==> src/rtl/two_of_five_tx.sv <==
// two_of_five_tx
// Serial transmitter for the 2-of-5 decimal code. A digit (0-9) accepted on
// the valid/ready handshake is encoded into a 5-bit nibble with exactly two
// ones and shifted out LSB first, one bit per clock. Frames are contiguous:
// a digit accepted on the last-bit cycle starts immediately after it.
//
// Ports:
//   clk         rising-edge clock
//   reset_l     asynchronous active-low reset
//   digit_valid digit presented on digit
//   digit       decimal digit to send (10-15 are illegal and dropped)
//   digit_ready block accepts a digit this cycle (independent of digit_valid)
//   ser_out     serial data bit (IDLE_BIT when not transmitting)
//   ser_valid   ser_out carries a nibble bit this cycle
//   ser_last    ser_out is bit 4, the final bit of the nibble
//   digit_err   one-cycle pulse after an illegal digit was accepted
//   nib_count   count of fully transmitted nibbles, modulo 2^CNT_W
module two_of_five_tx #(
  parameter int   CNT_W    = 8,
  parameter logic IDLE_BIT = 1'b0
) (
  input  logic             clk,
  input  logic             reset_l,
  input  logic             digit_valid,
  input  logic [3:0]       digit,
  output logic             digit_ready,
  output logic             ser_out,
  output logic             ser_valid,
  output logic             ser_last,
  output logic             digit_err,
  output logic [CNT_W-1:0] nib_count
);

  typedef enum logic {IDLE, SHIFT} state_t;

  state_t           state, state_nxt;
  logic [2:0]       bit_cnt, bit_cnt_nxt;
  logic [4:0]       shreg, shreg_nxt;
  logic [CNT_W-1:0] nib_cnt_r, nib_cnt_nxt;
  logic             err_r, err_nxt;
  logic             last_bit;
  logic             accept;
  logic             legal;

  // 2-of-5 code table, nibble written MSB..LSB.
  function automatic logic [4:0] encode(input logic [3:0] d);
    logic [4:0] c;
    case (d)
      4'd0:    c = 5'b00011;
      4'd1:    c = 5'b00101;
      4'd2:    c = 5'b00110;
      4'd3:    c = 5'b01010;
      4'd4:    c = 5'b01100;
      4'd5:    c = 5'b01001;
      4'd6:    c = 5'b11000;
      4'd7:    c = 5'b10100;
      4'd8:    c = 5'b10010;
      4'd9:    c = 5'b10001;
      default: c = 5'b00000;
    endcase
    return c;
  endfunction

  assign last_bit    = (state == SHIFT) && (bit_cnt == 3'd4);
  // Ready on the last-bit cycle is what makes back-to-back frames gapless.
  assign digit_ready = (state == IDLE) || last_bit;
  assign accept      = digit_valid && digit_ready;
  assign legal       = (digit <= 4'd9);

  always_comb begin
    state_nxt   = state;
    bit_cnt_nxt = bit_cnt;
    shreg_nxt   = shreg;
    nib_cnt_nxt = nib_cnt_r;
    err_nxt     = accept && !legal;
    case (state)
      IDLE: begin
        if (accept && legal) begin
          state_nxt   = SHIFT;
          bit_cnt_nxt = 3'd0;
          shreg_nxt   = encode(digit);
        end
      end
      SHIFT: begin
        if (last_bit) begin
          nib_cnt_nxt = nib_cnt_r + 1'b1;
          if (accept && legal) begin
            bit_cnt_nxt = 3'd0;
            shreg_nxt   = encode(digit);
          end else begin
            // Includes the illegal-digit case: the current nibble still counts.
            state_nxt   = IDLE;
            bit_cnt_nxt = 3'd0;
            shreg_nxt   = 5'b00000;
          end
        end else begin
          bit_cnt_nxt = bit_cnt + 3'd1;
          shreg_nxt   = {1'b0, shreg[4:1]};
        end
      end
      default: state_nxt = IDLE;
    endcase
  end

  always_ff @(posedge clk or negedge reset_l) begin
    if (!reset_l) begin
      state     <= IDLE;
      bit_cnt   <= 3'd0;
      shreg     <= 5'b00000;
      nib_cnt_r <= '0;
      err_r     <= 1'b0;
    end else begin
      state     <= state_nxt;
      bit_cnt   <= bit_cnt_nxt;
      shreg     <= shreg_nxt;
      nib_cnt_r <= nib_cnt_nxt;
      err_r     <= err_nxt;
    end
  end

  // Outputs decode directly from registered state so reset clears them at once.
  assign ser_valid = (state == SHIFT);
  assign ser_out   = (state == SHIFT) ? shreg[0] : IDLE_BIT;
  assign ser_last  = last_bit;
  assign digit_err = err_r;
  assign nib_count = nib_cnt_r;

endmodule

==> config.mk <==
export PLATFORM = sky130hd
export DESIGN_NAME = two_of_five_tx
export DESIGN_NICKNAME = d
export VERILOG_FILES = /design/src/rtl/two_of_five_tx.sv
export SDC_FILE = /design/constraint.sdc
export NUM_CORES = 1
export LEC_CHECK = 0
export BUFFER_PORTS_ARGS = -buffer_cell sky130_fd_sc_hd__buf_2
export CAP_MARGIN = 25
export CORE_MARGIN = 1.5
export CORE_UTILIZATION = 41
export DETAILED_ROUTE_END_ITERATION = 7
export PLACE_DENSITY = 0.73
export SYNTH_ARGS = -nofsm -noshare
export SYNTH_HDL_FRONTEND = slang
export SYNTH_SLANG_ARGS = --single-unit
==> constraint.sdc <==
create_clock -name clk -period 1.9 [get_ports clk]
set_clock_uncertainty 0.05 [all_clocks]
set_input_delay 0.19 -clock clk [delete_from_list [all_inputs] [get_ports clk]]
set_output_delay 0.19 -clock clk [all_outputs]
set_load 0.02 [all_outputs]
# Yosys cells after proc, flatten, opt, wreduce, memory -nomap -nowiden
# Memories as Yosys holds them, arrays and structs flattened.
# Cells that the tools add are included.
[op_classes] bitwise=1 n_div=0 n_addsub=2 eq_ne=2 n_shift=0 n_lt_le_gt_ge=1 n_reduce_logical=7 n_mux=11 multipliers=0
[op_table] cell="5-bit 2-to-1 mux" n=3
[op_table] cell="5-bit one-hot mux with 2 select lines" n=1
[op_table] cell="8-bit by 1-bit adder with 8-bit output, second input constant" n=1
[op_table] cell="3-bit 2-to-1 mux" n=2
[op_table] cell="3-bit one-hot mux with 2 select lines" n=1
[op_table] cell="4-bit less-or-equal comparator, second input constant" n=1
[op_table] cell="1-bit logical AND" n=4
[op_table] cell="3-bit by 1-bit adder with 3-bit output, second input constant" n=1
[op_table] cell="3-bit == test, second input constant" n=1
[op_table] cell="1-bit 2-to-1 mux" n=3
[op_table] cell="2-bit by 1-bit inequality test with 1-bit output, second input constant" n=1
[op_table] cell="1-bit one-hot mux with 2 select lines" n=1
[op_table] cell="2-bit AND reduction" n=1
[op_table] cell="1-bit zero test" n=1
[op_table] cell="1-bit logical OR" n=1
[op_table] cell="1-bit inverter" n=1
[totals] wordCells=31 ff_bits=18 mem_bits_ro=160 mem_bits_rw=0 inputBits=7 memories=2 latchBits=0
[memory_table] memory="(no name shown)" depth=16 word_bits=5 read_ports=1 rd_ports_with_merged_regs=0 wr=0 line="48" text="case (d)"
[memory_table] memory="(no name shown)" depth=16 word_bits=5 read_ports=1 rd_ports_with_merged_regs=0 wr=0 line="48"

# Longest topological paths before layout
# Gate-level depths: netlist of run 1.
[logic_depth] depth_word=8 depth_mapped=7

# Least setup slack after synthesis of run 1
# OpenSTA, ideal clock, no wires.
[synth_path] path_kind="flip-flop to flip-flop" startpoint="reg state, in the netlist ser_valid" endpoint="reg nib_cnt_r[4], in the netlist nib_count[4]" required_time_ps=1720 slack_ps=384 t_arrival_ps=1336 setup_time_ps=130 path_stages_with_launch=7 cell_sequence="dfrtp_1 buf_4 and3_1 buf_2 and2_4 nand3_1 xnor2_1"
[synth_via] elab_chain_len=2
[synth_rtl] item="start, declared" line="36" text="state_t state, state_nxt;"
[synth_rtl] item="start signal, assigned" line="113" text="state <= state_nxt;"
[synth_rtl] item="1-bit logical AND" line="64" text="assign last_bit = (state == SHIFT) && (bit_cnt == 3'd4);"
[synth_rtl] item="net ser_last" line="29" text="output logic ser_last,"
[synth_rtl] item="2-bit AND reduction (no line)"
[synth_rtl] item="end signal, assigned" line="116" text="nib_cnt_r <= nib_cnt_nxt;"
[synth_rtl] item="end, declared" line="39" text="logic [CNT_W-1:0] nib_cnt_r, nib_cnt_nxt;"
# The timed path passes the listed nets, and every way through them passes these cells.
# A chain may end at the register's enable or synchronous reset.

# Final worst setup path of run 1
[layout_path] startpoint="reg bit_cnt[0]" endpoint="out digit_ready"
[layout_via] elab_chain_len=3
[layout_rtl] item="start, declared" line="37" text="logic [2:0] bit_cnt, bit_cnt_nxt;"
[layout_rtl] item="start signal, assigned" line="114" text="bit_cnt <= bit_cnt_nxt;"
[layout_rtl] item="3-bit == test" line="64"
[layout_rtl] item="1-bit logical AND" line="64"
[layout_rtl] item="1-bit logical OR" line="66" text="assign digit_ready = (state == IDLE) || last_bit;"
[layout_rtl] item="end, declared" line="26" text="output logic digit_ready,"
# No other way between the ends.

==> results.md, run 1 <==
* TritonCTS Buffers at 3
* Final Max Tran Viols at 0
* Slowest-stage cell, CP: dfrtp_1
* Post-DP HPWL at between 1 and 1.5 mm
* Power share of the clock group at between 10% and 20%
* Min Tclk post-route at ~1.8 ns
* Layout cells sized above 1 at 28.45%
* CP dominant cell by count: inv_1
* Internal power at between 800 and 900 µW
* Clock insertion delay at the later pin of the skew report at 0.29 ns
* VDD IR max at 0.0008964 V
* Global Route met1 Usage at 21.65%
* Final-stage net count at 133
* Fin crit share at 93.76%
* DR DRC count at 0
* Max-cap viol count at 0
* GRT overflow at 0
* Gr usage total at 16.12%
* Sequential share of power at 42.6%
* Core Rows at 17
* Initial antenna violation count at 0
* Synth Area per Inst at 10.75 µm²
* Critical path class: register to primary output
* Worst Path Required at 1.66 ns
* Commonest non-fill, non-tap cell in the layout: buf_2
* Layout area overhead at 15.81%
* Count of input and output buffers at 19
* CP Max Fanout at 10
* Vias per cell at around 5.2
* Most frequent cells in the layout: 19 x buf_2, 18 x dfrtp_1, 8 x ha_1
* Antenna cells at 0
* Drt total wl at 1.916 mm
* RSZ-0062 raised after global routing: false
* Worst path max stage delay at about 0.42 ns
* Status: complete, no violations
* Max clock buf depth at 2
* Vias post-DR at 745
* #FFs+latches synth at 18
* Cell Chain, Critical Path: inv_1, ha_2, nand2_1, and2_4, inv_1, buf_2
* Netlist cell types at 35
* Final setup TNS at 0 ns
* DRT iter0 DRCs at 17
* First-pass DRT Iterations at 4
* Total power at 1.436 mW
* Syn Inst Count at 95
* Worst path arrival time at 1.54 ns
* Sw Ratio at 40.19%
* Clk pin slew, worst setup/hold paths at 0.10 ns
* Largest net degree at the start of global routing at 19
* Setup-failing EPs final at 0
* Fin. Hold Viols at 0
* Mapped cell area at 0.001021 mm²
* Hold crit path type: input port to register
* Initial Util at 44.86%
* P_leak at around 0.59 nW
* R2R Setup Slk at 0.35 ns
* Slew @ Worst Pin at 0.4265 ns
* Vias in the first global route at 700
* Synth Warn # at 0
* DIE WIDTH at approximately 53 µm
* Switching pwr at 577.3 µW
* Routed wire length per instance at 13.31 µm
* Htree depth at 1
* Endpoint type of the worst setup path: primary output
* FMAX at 561.3 MHz
* IO Count at 20
* Die H at 52.90 µm
* Syn Nets at 111
* Comb pwr share at 41.3%
* First-pass GRT wire length at 3.236 mm
* Pwr/cell area at around 1200 mW/mm²
* Met2 Track Usage GR at 25.83%
* CP Launch Type: register
* Core area at 0.002276 mm²
* Met3 Use GR at 5.085%
* Clk sinks at 18
* Final ANT Viol Nets at 0
* Sequential fraction of the synthesis area at between 40 and 50%
* Grt peak-use layer: met2
* Placer Congestion at 0.7491
* Root buffer cell: clkbuf_4
* CTS tree: built
* Slew HR at 71.56%
* Die area at 0.002798 mm²
==> what timing repair did <==
action | CTS | global route
cloned | 0 | 0
resized for setup | 1 | 2
setup endpoints to repair | 1 | 1
endpoints found under the hold margin | 18 | 0
hold buffers | 1 | 0
buffers inserted | 0 | 0
==> cell families (layout without fill, tap and decap cells) <==
group	after synthesis	count (layout)	share of synthesized area [%]
xor gates and xnor gates	8	8	6.862
AOI/OAI and AO/OA	21	21	17.16
buffers and inverters	11	32	4.901
and+or+nand+nor	27	27	14.83
DFF	18	18	44.12
adders and majority gates	9	9	11.03
muxes	1	1	1.103
==> per-stage QoR <==
| step | setup slack, ns | instance area [µm²] | hold WS [ns] | cells | util, % |
|---|---|---|---|---|---|
| floorplan | 0.3839 | 1021 | -0.1556 | 95 | - |
| global placement | 0.2237 | 1131 | 0.08581 | 139 | 49.70 |
| detailed placement | 0.1637 | 1131 | 0.09642 | 139 | 49.70 |
| CTS | 0.02740 | 1179 | 0.1191 | 144 | 51.79 |
| global route | 0.007513 | 1182 | 0.1318 | 144 | 51.95 |
| finish | 0.1185 | 1182 | 0.1342 | 144 | 51.95 |
==> layout make-up <==
type                    count  area [µm²]
fillers                   205        1094
well taps                  28       35.03
repair buffers             20       105.1
clock buffers               4       36.28
inverters                   8       30.03
multi-input cells          66       525.5
flip-flops and latches     18       450.4
==> synthesized netlist by cell type <==
master / count / area share, %
a221oi_4: 1 / 2.6
xor2_1: 4 / 3.4
nand3b_1: 1 / 0.74
o31ai_1: 1 / 0.74
dfrtp_1: 18 / 44
nand3_1: 5 / 2.5
a221oi_2: 1 / 1.5
a211oi_1: 1 / 0.74
nor2_1: 3 / 1.1
nand2_1: 6 / 2.2
buf_2: 1 / 0.49
nor2b_4: 1 / 1.3
or2_1: 1 / 0.61
buf_4: 2 / 1.5
ha_1: 9 / 11
nor3b_1: 1 / 0.74
nand2b_1: 1 / 0.61
and2_1: 2 / 1.2
mux2_2: 1 / 1.1
and3_1: 2 / 1.2
o21ai_1: 1 / 0.49
inv_1: 7 / 2.6
nor3_1: 1 / 0.49
nor4_1: 1 / 0.61
a2111oi_2: 1 / 1.5
xnor2_1: 4 / 3.4
o21ai_0: 4 / 2.0
a22oi_1: 1 / 0.74
a22o_1: 1 / 0.86
and2_4: 1 / 0.86
a22oi_2: 1 / 1.2
nand4_1: 1 / 0.61
a21oi_1: 6 / 2.9
a221o_1: 2 / 2.0
inv_2: 1 / 0.37
==> critical path, delay by kind of cell (launching register included) <==
kind	cells	cell delay, ns
AND/OR/NAND/NOR	2	0.29
buffers and inverters	3	0.34
flip-flops	1	0.42
adder cells (fa/ha/maj)	1	0.20
==> final timing paths <==
| path | start | cells past startpoint | endpoint |
|---|---|---|---|
| worst max-delay path | bit_cnt[0] | 6 | digit_ready |
| worst min-delay path | digit[3] | 3 | digit_err |
| worst max register to register | bit_cnt[0] | 6 | shreg[1] |
| worst min register to register | nib_count[7] | 1 | nib_count[7] |
| max in group asynchronous | reset_l | 2 | nib_count[4] |
| min in group asynchronous | reset_l | 2 | ser_valid |
==> layer usage <==
metal	vias up	part of all wire, %
li1	374	-
met1	358	47
met2	13	48
met3	0	4.2
met4	0	0
met5	-	0
==> state kept, by name, summed over array words and instances, names as in the netlist <==
signal	count
shreg	5
bit_cnt	3
ser_valid	1
nib_count	8
digit_err	1
==> power by group through the flow <==
stage	Combinational, mW	Clock, mW	Sequential [mW]
after floorplan	0.394	0	0.641
after global placement	0.547	0	0.609
after detailed placement	0.574	0	0.617
after CTS	0.582	0.246	0.610
after global routing	0.656	0.258	0.632
final	0.593	0.231	0.613
Note: power is estimated with default switching activity, not from simulation.
==> run 2: changes to the inputs <==
--- a/config.mk
+++ b/config.mk
@@ -7,10 +7,12 @@
 export LEC_CHECK = 0
 export BUFFER_PORTS_ARGS = -buffer_cell sky130_fd_sc_hd__buf_2
 export CAP_MARGIN = 25
+export CELL_PAD_IN_SITES_DETAIL_PLACEMENT = 0
+export CELL_PAD_IN_SITES_GLOBAL_PLACEMENT = 1
 export CORE_MARGIN = 1.5
 export CORE_UTILIZATION = 41
 export DETAILED_ROUTE_END_ITERATION = 7
-export PLACE_DENSITY = 0.73
+export PLACE_DENSITY = 0.88
 export SYNTH_ARGS = -nofsm -noshare
 export SYNTH_HDL_FRONTEND = slang
 export SYNTH_SLANG_ARGS = --single-unit
==> run 2 against run 1 <==
  * Fmax increased by 0.84%
  * Power is 1.4% lower
  * Core utilization decreased by 0.11 points
  * Largest cell class unchanged
  * Cell count stayed put
  * Critical path type unchanged
  * Largest power group unchanged
  * Clock power about the same
  * Sequential power about the same
  * Combinational power decreased by 3%
  * Via count grew 1.6%
  * Flip-flop and latch count stayed put
  * Non-clock buffer count did not move
==> results.md, run 2 (synthesized netlist as in run 1, its figures left out) <==
* Commonest non-fill, non-tap cell in the layout: buf_2
* Worst path max stage delay at 0.40 ns (-0.02 ns)
* First-pass GRT wire length at 3.374 mm (+4.3%)
* Critical path class: register to primary output
* Die area at 0.002798 mm² (unchanged)
* Final setup margin at 0.1334 ns (+0.01488 ns)
* DIE WIDTH at 52.90 µm (unchanged)
* Slowest-stage cell, CP: dfrtp_1
* Initial Util at 44.86% (unchanged)
* Clk sinks at 18 (unchanged)
* Final ANT Viol Nets at 0 (unchanged)
* Cell Chain, Critical Path: inv_1, ha_1, nand2_1, and2_4, inv_1, buf_2
* Max FFs per register at 8 (unchanged)
* First-pass DRT Iterations at 4 (unchanged)
* CTS tree: built
* Setup-failing EPs final at 0 (unchanged)
* Worst Path Required at 1.66 ns (about the same)
* Gr usage total at 16.50% (+0.38 points)
* Status: complete, no violations
* Clock insertion delay at the later pin of the skew report at 0.28 ns (about the same)
* Drt total wl at 1.895 mm (-1.1%)
* Final setup TNS at 0 ns (unchanged)
* Core area at 0.002276 mm² (unchanged)
* Bufs and invs on worst path at 3 (unchanged)
* Grt peak-use layer: met2
* Min Tclk post-route at 1.767 ns (-0.01488 ns)
* Layout area overhead at 15.56%
* Hold crit path type: input port to register
* Largest net degree at the start of global routing at 19 (unchanged)
* Slew HR at 69.14% (-2.4 points)
* FMAX at 566.1 MHz (+0.84%)
* Fin Hold WS at 0.1483 ns (+0.01410 ns)
* IO Count at 20 (unchanged)
* Endpoint type of the worst setup path: primary output
* Global Route met1 Usage at 20.78% (-0.86 points)
* RSZ-0062 raised after global routing: false
* FF-to-FF path depth at 6 (unchanged)
* TritonCTS Buffers at 3 (unchanged)
* Total power at 1.416 mW (-1.4%)
* Routed wire length per instance at 13.16 µm (-1.1%)
* Final Max Tran Viols at 0 (unchanged)
* Final-stage net count at 133 (unchanged)
* Most frequent cells in the layout: 19 x buf_2, 18 x dfrtp_1, 9 x ha_1
* CP Max Fanout at 10 (unchanged)
* Met2 Track Usage GR at 28.13% (+2.3 points)
* Vias post-DR at 757 (+1.6%)
* Worst path arrival time at 1.53 ns (about the same)
* Max-cap viol count at 0 (unchanged)
* WP depth at 6 (unchanged)
* Core Rows at 17 (unchanged)
* Count of input and output buffers at 19 (unchanged)
* Die H at 52.90 µm (unchanged)
* CP delay by family, top: flip-flops
* Hold-critical path depth at 3 (unchanged)
* Met3 Use GR at 5.085% (unchanged)
* Placer Congestion at 0.7598 (+1.4%)
* DRT iter0 DRCs at 5 (-12)
* CP dominant cell by count: inv_1
* VDD IR max at 0.0007950 V (-11%)
* Pwr/cell area at 1200 mW/mm² (-1.2%)
* Layout cells sized above 1 at 27.59% (-0.86 points)
* Post-DP HPWL at 1.465 mm (+4.3%)
* CP Launch Type: register
* Place WS at 0.1623 ns (-0.001372 ns)
* GRT overflow at 0 (unchanged)
* Slew @ Worst Pin at 0.4629 ns (+0.03636 ns)
* Antenna cells at 0 (unchanged)
* DR DRC count at 0 (unchanged)
* Vias in the first global route at 772 (+10%)
* Vias per cell at 5.257 (+1.6%)
* Initial antenna violation count at 0 (unchanged)
* Fin. Hold Viols at 0 (unchanged)
* Setup bufs post-CTS at 0 (unchanged)
* Clk pin slew, worst setup/hold paths at 0.10 ns (about the same)
* Htree depth at 1 (unchanged)
* Root buffer cell: clkbuf_4
* Fin crit share at 92.98% (-0.78 points)
* Max clock buf depth at 2 (unchanged)
* P_leak at 0.5888 nW (+0.25%)
## run 2: cell counts in the layout (fill, tap and decap cells not counted)
Identical to the previous run, type by type.
## run 2: final cells by class
type	count	area, µm²
Clock buffer	4	36.28
Fill cell	210	1096
Inverter	8	30.03
Multi-Input combinational cell	66	523.0
Sequential cell	18	450.4
Tap cell	28	35.03
Timing Repair Buffer	20	105.1
## run 2: path summary, 6_finish.rpt
path / to / from / slack [ns]
min reg2reg: nib_count[7] / nib_count[7] / 0.42
min in group asynchronous: nib_count[0] / reset_l / 0.30
min: digit_err / digit[3] / 0.15
max reg2reg: nib_count[6] / bit_cnt[0] / 0.38
max: digit_ready / bit_cnt[0] / 0.13
max in group asynchronous: shreg[4] / reset_l / 1.22
## run 2: timing repair
action | in CTS | in global routing
endpoints found under the setup margin | 1 | 1
hold endpoints to repair | 18 | 0
gates resized for setup | 1 | 1
hold buffers | 1 | 0
pin swaps | 0 | 0
## run 2: worst min-delay path: stages
cell      delay [ns]
buf_2           0.14
nand2_1         0.07
a211oi_1        0.05
## run 2: per-stage QoR
step           cell area, µm²  utilization, %  instances
6_report                 1180           51.84        144
5_1_grt                  1180           51.84        144
4_1_cts                  1179           51.79        144
3_5_place_dp             1131           49.70        139
3_3_place_gp             1131           49.70        139
2_1_floorplan            1021               -         95
## run 2: power by group
part	internal, mW	total, mW	leakage [nW]	switching (mW)
Sequential	0.492	0.611	0.233	0.119
Clock	0.117	0.228	0.0210	0.111
Combinational	0.242	0.576	0.334	0.335
## run 2: per-layer routing
| layer | up-vias | routed length [µm] |
|---|---|---|
| li1 | 374 | - |
| met1 | 365 | 923 |
| met2 | 18 | 881 |
| met3 | 0 | 90 |
| met4 | 0 | 0 |
| met5 | - | 0 |
